$ cat src/rtl/fix_session_pkg.sv
// Shared FIX session definitions: message-type codes and scheduler FSM states.
package fix_session_pkg;

  localparam logic [3:0] MSG_LOGON      = 4'd1;
  localparam logic [3:0] MSG_HEARTBEAT  = 4'd2;
  localparam logic [3:0] MSG_RESEND_REQ = 4'd3;
  localparam logic [3:0] MSG_LOGOUT     = 4'd4;

  typedef enum logic {
    IDLE,
    WAIT
  } state_t;

  // Class FIFO index doubles as priority rank (0 = highest).
  localparam logic [1:0] CLS_LOGON     = 2'd0;
  localparam logic [1:0] CLS_LOGOUT    = 2'd1;
  localparam logic [1:0] CLS_RESEND    = 2'd2;
  localparam logic [1:0] CLS_HEARTBEAT = 2'd3;

  function automatic logic [3:0] class_to_type(input logic [1:0] cls);
    case (cls)
      CLS_LOGON:  return MSG_LOGON;
      CLS_LOGOUT: return MSG_LOGOUT;
      CLS_RESEND: return MSG_RESEND_REQ;
      default:    return MSG_HEARTBEAT;
    endcase
  endfunction

endpackage

$ cat src/rtl/sync_fifo.sv
// Single-clock FIFO with extra-MSB pointers to tell full from empty.
module sync_fifo #(
  parameter int WIDTH = 8,
  parameter int DEPTH = 4
) (
  input  logic             clk,
  input  logic             rst,
  input  logic             push,
  input  logic             pop,
  input  logic [WIDTH-1:0] din,
  output logic             full,
  output logic             empty,
  output logic [WIDTH-1:0] head
);

  localparam int AW = $clog2(DEPTH);

  logic [WIDTH-1:0] mem [DEPTH];
  logic [AW:0]      wr_ptr;
  logic [AW:0]      rd_ptr;

  assign empty = (wr_ptr == rd_ptr);
  assign full  = (wr_ptr[AW] != rd_ptr[AW]) && (wr_ptr[AW-1:0] == rd_ptr[AW-1:0]);
  assign head  = mem[rd_ptr[AW-1:0]];

  // Pointer update; overflowing pushes and underflowing pops are ignored.
  always_ff @(posedge clk) begin
    if (!rst) begin
      wr_ptr <= '0;
      rd_ptr <= '0;
    end else begin
      if (push && !full)  wr_ptr <= wr_ptr + (AW+1)'(1);
      if (pop  && !empty) rd_ptr <= rd_ptr + (AW+1)'(1);
    end
  end

  // Storage write.
  always_ff @(posedge clk) begin
    if (push && !full) mem[wr_ptr[AW-1:0]] <= din;
  end

endmodule

$ cat src/rtl/msg_scheduler.sv
// Queues session-message requests per class and issues them one at a time,
// in fixed priority, to the create-message engine.
module msg_scheduler
  import fix_session_pkg::*;
#(
  parameter int NUM_HOST    = 10,
  parameter int VALUE_WIDTH = 256,
  parameter int QDEPTH      = 4,
  parameter int TIMEOUT     = 1024
) (
  input  logic                   clk,
  input  logic                   rst,
  input  logic                   req_valid_i,
  input  logic [3:0]             req_type_i,
  input  logic [NUM_HOST-1:0]    req_host_i,
  input  logic [VALUE_WIDTH-1:0] req_compid_i,
  input  logic                   cm_busy_i,
  input  logic                   cm_done_i,
  output logic [3:0]             create_message_o,
  output logic [NUM_HOST-1:0]    host_o,
  output logic [VALUE_WIDTH-1:0] targetCompId_o,
  output logic                   initiate_msg_o,
  output logic                   drop_o,
  output logic                   timeout_o,
  output logic                   busy_o
);

  localparam int DW = NUM_HOST + VALUE_WIDTH;
  localparam int CW = $clog2(TIMEOUT);
  localparam logic [CW-1:0] CNT_LAST = CW'(TIMEOUT - 1);

  logic [3:0]    full;
  logic [3:0]    empty;
  logic [3:0]    push;
  logic [3:0]    pop;
  logic [DW-1:0] head [4];
  logic [DW-1:0] din;

  logic [1:0]    in_cls;
  logic          type_ok;
  logic          reject;
  logic [1:0]    sel;
  logic          any_ready;

  state_t        state, state_next;
  logic [CW-1:0] cnt, cnt_next;
  logic          issue;
  logic          fire_to;

  assign din    = {req_host_i, req_compid_i};
  assign busy_o = (state == WAIT);

  for (genvar g = 0; g < 4; g++) begin : g_fifo
    sync_fifo #(
      .WIDTH(DW),
      .DEPTH(QDEPTH)
    ) u_fifo (
      .clk  (clk),
      .rst  (rst),
      .push (push[g]),
      .pop  (pop[g]),
      .din  (din),
      .full (full[g]),
      .empty(empty[g]),
      .head (head[g])
    );
  end

  // Type decode: route the request to its class FIFO or flag it for drop.
  always_comb begin
    in_cls  = CLS_LOGON;
    type_ok = 1'b0;
    push    = '0;
    case (req_type_i)
      MSG_LOGON:      begin in_cls = CLS_LOGON;     type_ok = 1'b1; end
      MSG_LOGOUT:     begin in_cls = CLS_LOGOUT;    type_ok = 1'b1; end
      MSG_RESEND_REQ: begin in_cls = CLS_RESEND;    type_ok = 1'b1; end
      MSG_HEARTBEAT:  begin in_cls = CLS_HEARTBEAT; type_ok = 1'b1; end
      default:        ;
    endcase
    // Full is the pre-edge occupancy, so a same-cycle pop never makes room.
    reject = req_valid_i && !(type_ok && !full[in_cls]);
    if (req_valid_i && type_ok && !full[in_cls]) push[in_cls] = 1'b1;
  end

  // Priority encoder over the class FIFOs (lowest index wins).
  always_comb begin
    any_ready = ~&empty;
    if (!empty[0])      sel = 2'd0;
    else if (!empty[1]) sel = 2'd1;
    else if (!empty[2]) sel = 2'd2;
    else                sel = 2'd3;
  end

  // Next-state, pop and timeout decision.
  always_comb begin
    state_next = state;
    cnt_next   = cnt;
    issue      = 1'b0;
    fire_to    = 1'b0;
    pop        = '0;
    case (state)
      IDLE: begin
        if (any_ready && !cm_busy_i) begin
          issue      = 1'b1;
          pop[sel]   = 1'b1;
          cnt_next   = '0;
          state_next = WAIT;
        end
      end
      WAIT: begin
        if (cm_done_i) begin
          state_next = IDLE;
        end else if (cnt == CNT_LAST) begin
          fire_to    = 1'b1;
          state_next = IDLE;
        end else if (cnt != '1) begin
          cnt_next = cnt + CW'(1);
        end
      end
      default: state_next = IDLE;
    endcase
  end

  // State, counter and registered outputs.
  always_ff @(posedge clk) begin
    if (!rst) begin
      state            <= IDLE;
      cnt              <= '0;
      create_message_o <= '0;
      host_o           <= '0;
      targetCompId_o   <= '0;
      initiate_msg_o   <= 1'b0;
      drop_o           <= 1'b0;
      timeout_o        <= 1'b0;
    end else begin
      state          <= state_next;
      cnt            <= cnt_next;
      initiate_msg_o <= issue;
      timeout_o      <= fire_to;
      drop_o         <= reject;
      if (issue) begin
        create_message_o         <= class_to_type(sel);
        {host_o, targetCompId_o} <= head[sel];
      end
    end
  end

endmodule

$ cat config.mk
export PLATFORM = sky130hd
export DESIGN_NAME = msg_scheduler
export DESIGN_NICKNAME = d
export VERILOG_FILES = /design/src/rtl/fix_session_pkg.sv /design/src/rtl/sync_fifo.sv /design/src/rtl/msg_scheduler.sv
export SDC_FILE = /design/constraint.sdc
export NUM_CORES = 2
export LEC_CHECK = 0
export CAP_MARGIN = 30
export CORE_MARGIN = 2
export CORE_UTILIZATION = 65
export DETAILED_ROUTE_END_ITERATION = 8
export GPL_TIMING_DRIVEN = 0
export PLACE_DENSITY = 0.89
export RECOVER_POWER = 25
export SLEW_MARGIN = 20
export SYNTH_ARGS = -nofsm -noshare
export SYNTH_HDL_FRONTEND = slang
export SYNTH_MEMORY_MAX_BITS = 65536
export SYNTH_SLANG_ARGS = --single-unit
$ cat constraint.sdc
create_clock -name clk -period 83.4 [get_ports clk]
set_input_delay 20.85 -clock clk [delete_from_list [all_inputs] [get_ports clk]]
set_output_delay 20.85 -clock clk [all_outputs]
set_load 0.02 [all_outputs]
==> metrics <==
fraction of the mapped netlist area in compound gates=4.460%; drt via density=7.521; aggregate routed wire length=541.1 mm; sum of negative setup slack=0 ns; combinational family with the most area after synthesis=multiplexers; count of cells resized by post-cts repair=0; count of buffers inserted at the top-level ports=547; gr usage total=39.81%; HPWL after detailed placement=296.9 mm; type of the setup path with the least slack=primary input to flop; share of post-route cells with drive strength above 1=22.46%; largest driver fanout on the critical path=6; number of setup violations in the final report=0; router iterations before antenna repair=6; cell with the largest stage delay on the worst path=sky130_fd_sc_hd__clkdlybuf4s50_1; via count=99291; final worst path period share=29.52%; final RePlAce weighted congestion=0.8413; setup slack after layout=58.78 ns; most common flop cell mapped by yosys=sky130_fd_sc_hd__edfxtp_1; Synth Area in XOR/XNOR=0.1689%; floorplan die width=517.1 um; Clock transition at path regs=0.06 ns; transition time of the tightest slew-check pin=1.179 ns; number of synthesized register bits=4571; setup repair after global routing missed its margin=false; number of nets in the synthesized netlist=8241; cts-stage hold buffer count=0; WL per Instance=40.99 um; crit-path most repeated cell=sky130_fd_sc_hd__buf_2; standby leakage power=64.68 nW; layout net count=9489; status=completed; Max Root-Sink Buffers=4; post-route ant nets=0; portion of netlist area occupied by mux cells=14.14%; chain of cells forming the critical path=clkdlybuf4s50_1, nand2b_1, or3_1, nor4b_2, buf_2, buf_4, buf_2, buf_2, buf_2, buf_2, buf_2, buf_2, buf_4, buf_4; part of the Yosys area used for sequential elements=78.38%; die extent in y=517.1 um; adder-cell share of the synthesized area=0.1536%; max-cap check violation count=0; Cell Rows=188; utilization after layout=76.40%; power per cell area=24.49 nW/um^2; First DRT Iteration DRCs=19332; count of synthesis-stage warnings from yosys=0; storage element area=134100 um^2; final hold violation count=0; Critical Path Sink Type=flop; Root Buffer Master=sky130_fd_sc_hd__clkbuf_16; area of the multi-input gates=34840 um^2; Critical Path RT=84.00 ns; type of origin of the critical path=primary input; maximum achievable frequency=40.62 MHz; critical path's largest stage delay=0.69 ns; detailed-route DRC error count=0; pin count of the biggest net entering global routing=42; Starting Density=65.30%; core area=262000 um^2; number of buffers added by the clock tree synthesis step=435; number of clock sinks=4571; fill cell instance count of the final layout=12298; H-tree depth reported by CTS=5; wire length of the first global-routing pass=740.2 mm; via count of the first global-routing pass=98956; critical path data arrival time=25.22 ns; Hold Path Class=flop to flop; flop-to-flop setup slack=79.04 ns; Area growth, synth to finish=17.01%; Max Clock Skew=0.1266 ns; number of top-level design ports=549; die footprint=267400 um^2; antenna violations before repair=125; number of distinct library cells after synthesis=54; clock tree from TritonCTS=yes; post-synthesis average cell area=21.54 um^2; count of placed standard cells in the final layout, fillers left out=13202; post-CTS setup repair buffer count=0; synthesized-area fraction occupied by and/or/nand/nor cells=1.409%; clock period minus worst slack=24.62 ns; Skew-Pair Late Insertion Delay=0.99 ns; Overflow after GRT=0; DP Cell Count=12235; share of flip-flops with an asynchronous set or reset after synthesis=0%; post-synthesis cell area=171100 um^2; worst-case headroom to the max-slew limit=21.43%; cells after synthesis=7945; worst slack after detailed placement=58.13 ns; Final Max Slew Viols=0; Post-synth EDFFs=4256; VDD IR max=0.02394 mV
[synth_stat cells (2+ instances only)]
library cell / n / area [um^2]
sky130_fd_sc_hd__edfxtp_1: 4256 / 127800
sky130_fd_sc_hd__mux4_2: 1064 / 23960
sky130_fd_sc_hd__a21oi_1: 516 / 2582
sky130_fd_sc_hd__clkbuf_1: 370 / 1389
sky130_fd_sc_hd__dfxtp_1: 315 / 6306
sky130_fd_sc_hd__o21ai_0: 245 / 1226
sky130_fd_sc_hd__o22ai_1: 235 / 1470
sky130_fd_sc_hd__a21o_1: 233 / 1749
sky130_fd_sc_hd__and3_1: 233 / 1458
sky130_fd_sc_hd__buf_2: 67 / 335.3
sky130_fd_sc_hd__buf_1: 43 / 161.4
sky130_fd_sc_hd__nand3_1: 43 / 215.2
sky130_fd_sc_hd__and2_1: 38 / 237.7
sky130_fd_sc_hd__nand2_1: 35 / 131.4
sky130_fd_sc_hd__mux2i_1: 23 / 230.2
sky130_fd_sc_hd__ha_1: 21 / 262.8
sky130_fd_sc_hd__xnor2_1: 21 / 183.9
sky130_fd_sc_hd__buf_6: 18 / 202.7
sky130_fd_sc_hd__nor2_1: 17 / 63.81
sky130_fd_sc_hd__a22oi_1: 16 / 120.1
sky130_fd_sc_hd__o221ai_1: 16 / 140.1
sky130_fd_sc_hd__xor2_1: 12 / 105.1
sky130_fd_sc_hd__buf_4: 11 / 82.58
sky130_fd_sc_hd__nor3_1: 11 / 55.05
sky130_fd_sc_hd__o2bb2ai_1: 11 / 96.34
sky130_fd_sc_hd__inv_1: 10 / 37.54
sky130_fd_sc_hd__nor2b_1: 10 / 62.56
sky130_fd_sc_hd__o31a_1: 6 / 52.55
sky130_fd_sc_hd__nand2b_1: 5 / 31.28
sky130_fd_sc_hd__nand4_1: 5 / 31.28
sky130_fd_sc_hd__or3_1: 5 / 31.28
sky130_fd_sc_hd__o21ai_1: 4 / 20.02
sky130_fd_sc_hd__a21boi_0: 2 / 15.01
sky130_fd_sc_hd__a31oi_1: 2 / 12.51
sky130_fd_sc_hd__a41oi_1: 2 / 17.52
sky130_fd_sc_hd__nor4_1: 2 / 12.51
sky130_fd_sc_hd__o211a_1: 2 / 20.02
sky130_fd_sc_hd__o311a_1: 2 / 20.02
sky130_fd_sc_hd__o31ai_1: 2 / 15.01
sky130_fd_sc_hd__or2_2: 2 / 12.51
[routing by layer]
layer  GRT usage (%)  part of all wire [%]  vias to the layer above
met5               0                 0.097                        -
met4           25.55                   8.0                       80
met3           11.10                    14                     2467
met2           63.65                    48                    11190
met1           48.28                    29                    49507
li1                -                     -                    36047
[worst max-delay path, delay by kind of cell]
kind	cells	cell delay, ns
buffers and inverters	11	3.14
AND/OR/NAND/NOR	3	1.21
[layout by cell type (no fill, tap or decap), types with 67 or more instances in the layout]
cell and count:
sky130_fd_sc_hd__a21o_1 233, sky130_fd_sc_hd__a21oi_1 516, sky130_fd_sc_hd__and3_1 233, sky130_fd_sc_hd__buf_16 68, sky130_fd_sc_hd__buf_2 116, sky130_fd_sc_hd__buf_6 67, sky130_fd_sc_hd__clkbuf_1 435, sky130_fd_sc_hd__clkbuf_16 439
sky130_fd_sc_hd__clkdlybuf4s50_1 372, sky130_fd_sc_hd__clkinv_2 98, sky130_fd_sc_hd__dfxtp_1 315, sky130_fd_sc_hd__diode_2 119, sky130_fd_sc_hd__dlygate4sd3_1 175, sky130_fd_sc_hd__edfxtp_1 4256, sky130_fd_sc_hd__mux4_2 1064, sky130_fd_sc_hd__o21ai_0 245
sky130_fd_sc_hd__o22ai_1 235
[stage by stage]
step | hold WS [ns] | power, mW | area [um^2]
6_report | 0.5238 | 4.903 | 200200
5_1_grt | 0.5352 | 4.973 | 200100
4_1_cts | 0.5098 | 4.877 | 199500
3_5_place_dp | 0.4946 | 2.880 | 185000
3_3_place_gp | 0.4688 | 2.865 | 181000
2_1_floorplan | 0.4557 | 2.721 | 171100
[state kept, by name, summed over array words and instances, names as in the netlist, named ones only]
signal / flops
g_fifo.u_fifo.mem: 4256
host_o: 10
g_fifo.u_fifo.rd_ptr: 12
create_message_o: 3
targetCompId_o: 256
timeout_o: 1
busy_o: 1
cnt: 10
drop_o: 1
g_fifo.u_fifo.wr_ptr: 12
initiate_msg_o: 1
[area by class of cell]
cell class	instances	share of cell area, %
Sequential cell	4571	66.99
Multi-Input combinational cell	2855	17.40
Clock buffer	577	5.966
Timing Repair Buffer	811	4.902
Tap cell	3515	2.197
Clock inverter	235	1.276
Buffer	509	1.104
Antenna cell	119	0.1487
Inverter	10	0.01875
[path summary, 6_finish.rpt]
| path | start | endpoint | depth (start not counted) |
|---|---|---|---|
| hold / removal | targetCompId_o[154] | targetCompId_o[154] | 2 |
| setup reg to reg | g_fifo[0].u_fifo.wr_ptr[1] | g_fifo[0].u_fifo.mem[3][170] | 13 |
| hold reg to reg | targetCompId_o[154] | targetCompId_o[154] | 2 |
| setup / recovery | req_valid_i | g_fifo[0].u_fifo.mem[3][170] | 14 |
[logic make-up (layout without fill, tap and decap cells)]
logic type,count (synthesis),after routing
DFF,4571,4571
xor gates and xnor gates,33,33
other,1,120
and+or+nand+nor,413,413
adders and majority gates,21,21
AOI/OAI and AO/OA,1300,1300
muxes,1087,1087
buffers and inverters,519,2142
[power by group]
group	internal [mW]	leakage (nW)	switching, mW	total, mW
Clock	1.15	7.11	0.902	2.05
Sequential	2.53	40.8	0.0225	2.55
Combinational	0.105	16.7	0.201	0.306
Total	3.78	64.7	1.12	4.90
No activity file was read; power rests on OpenSTA's default activity.
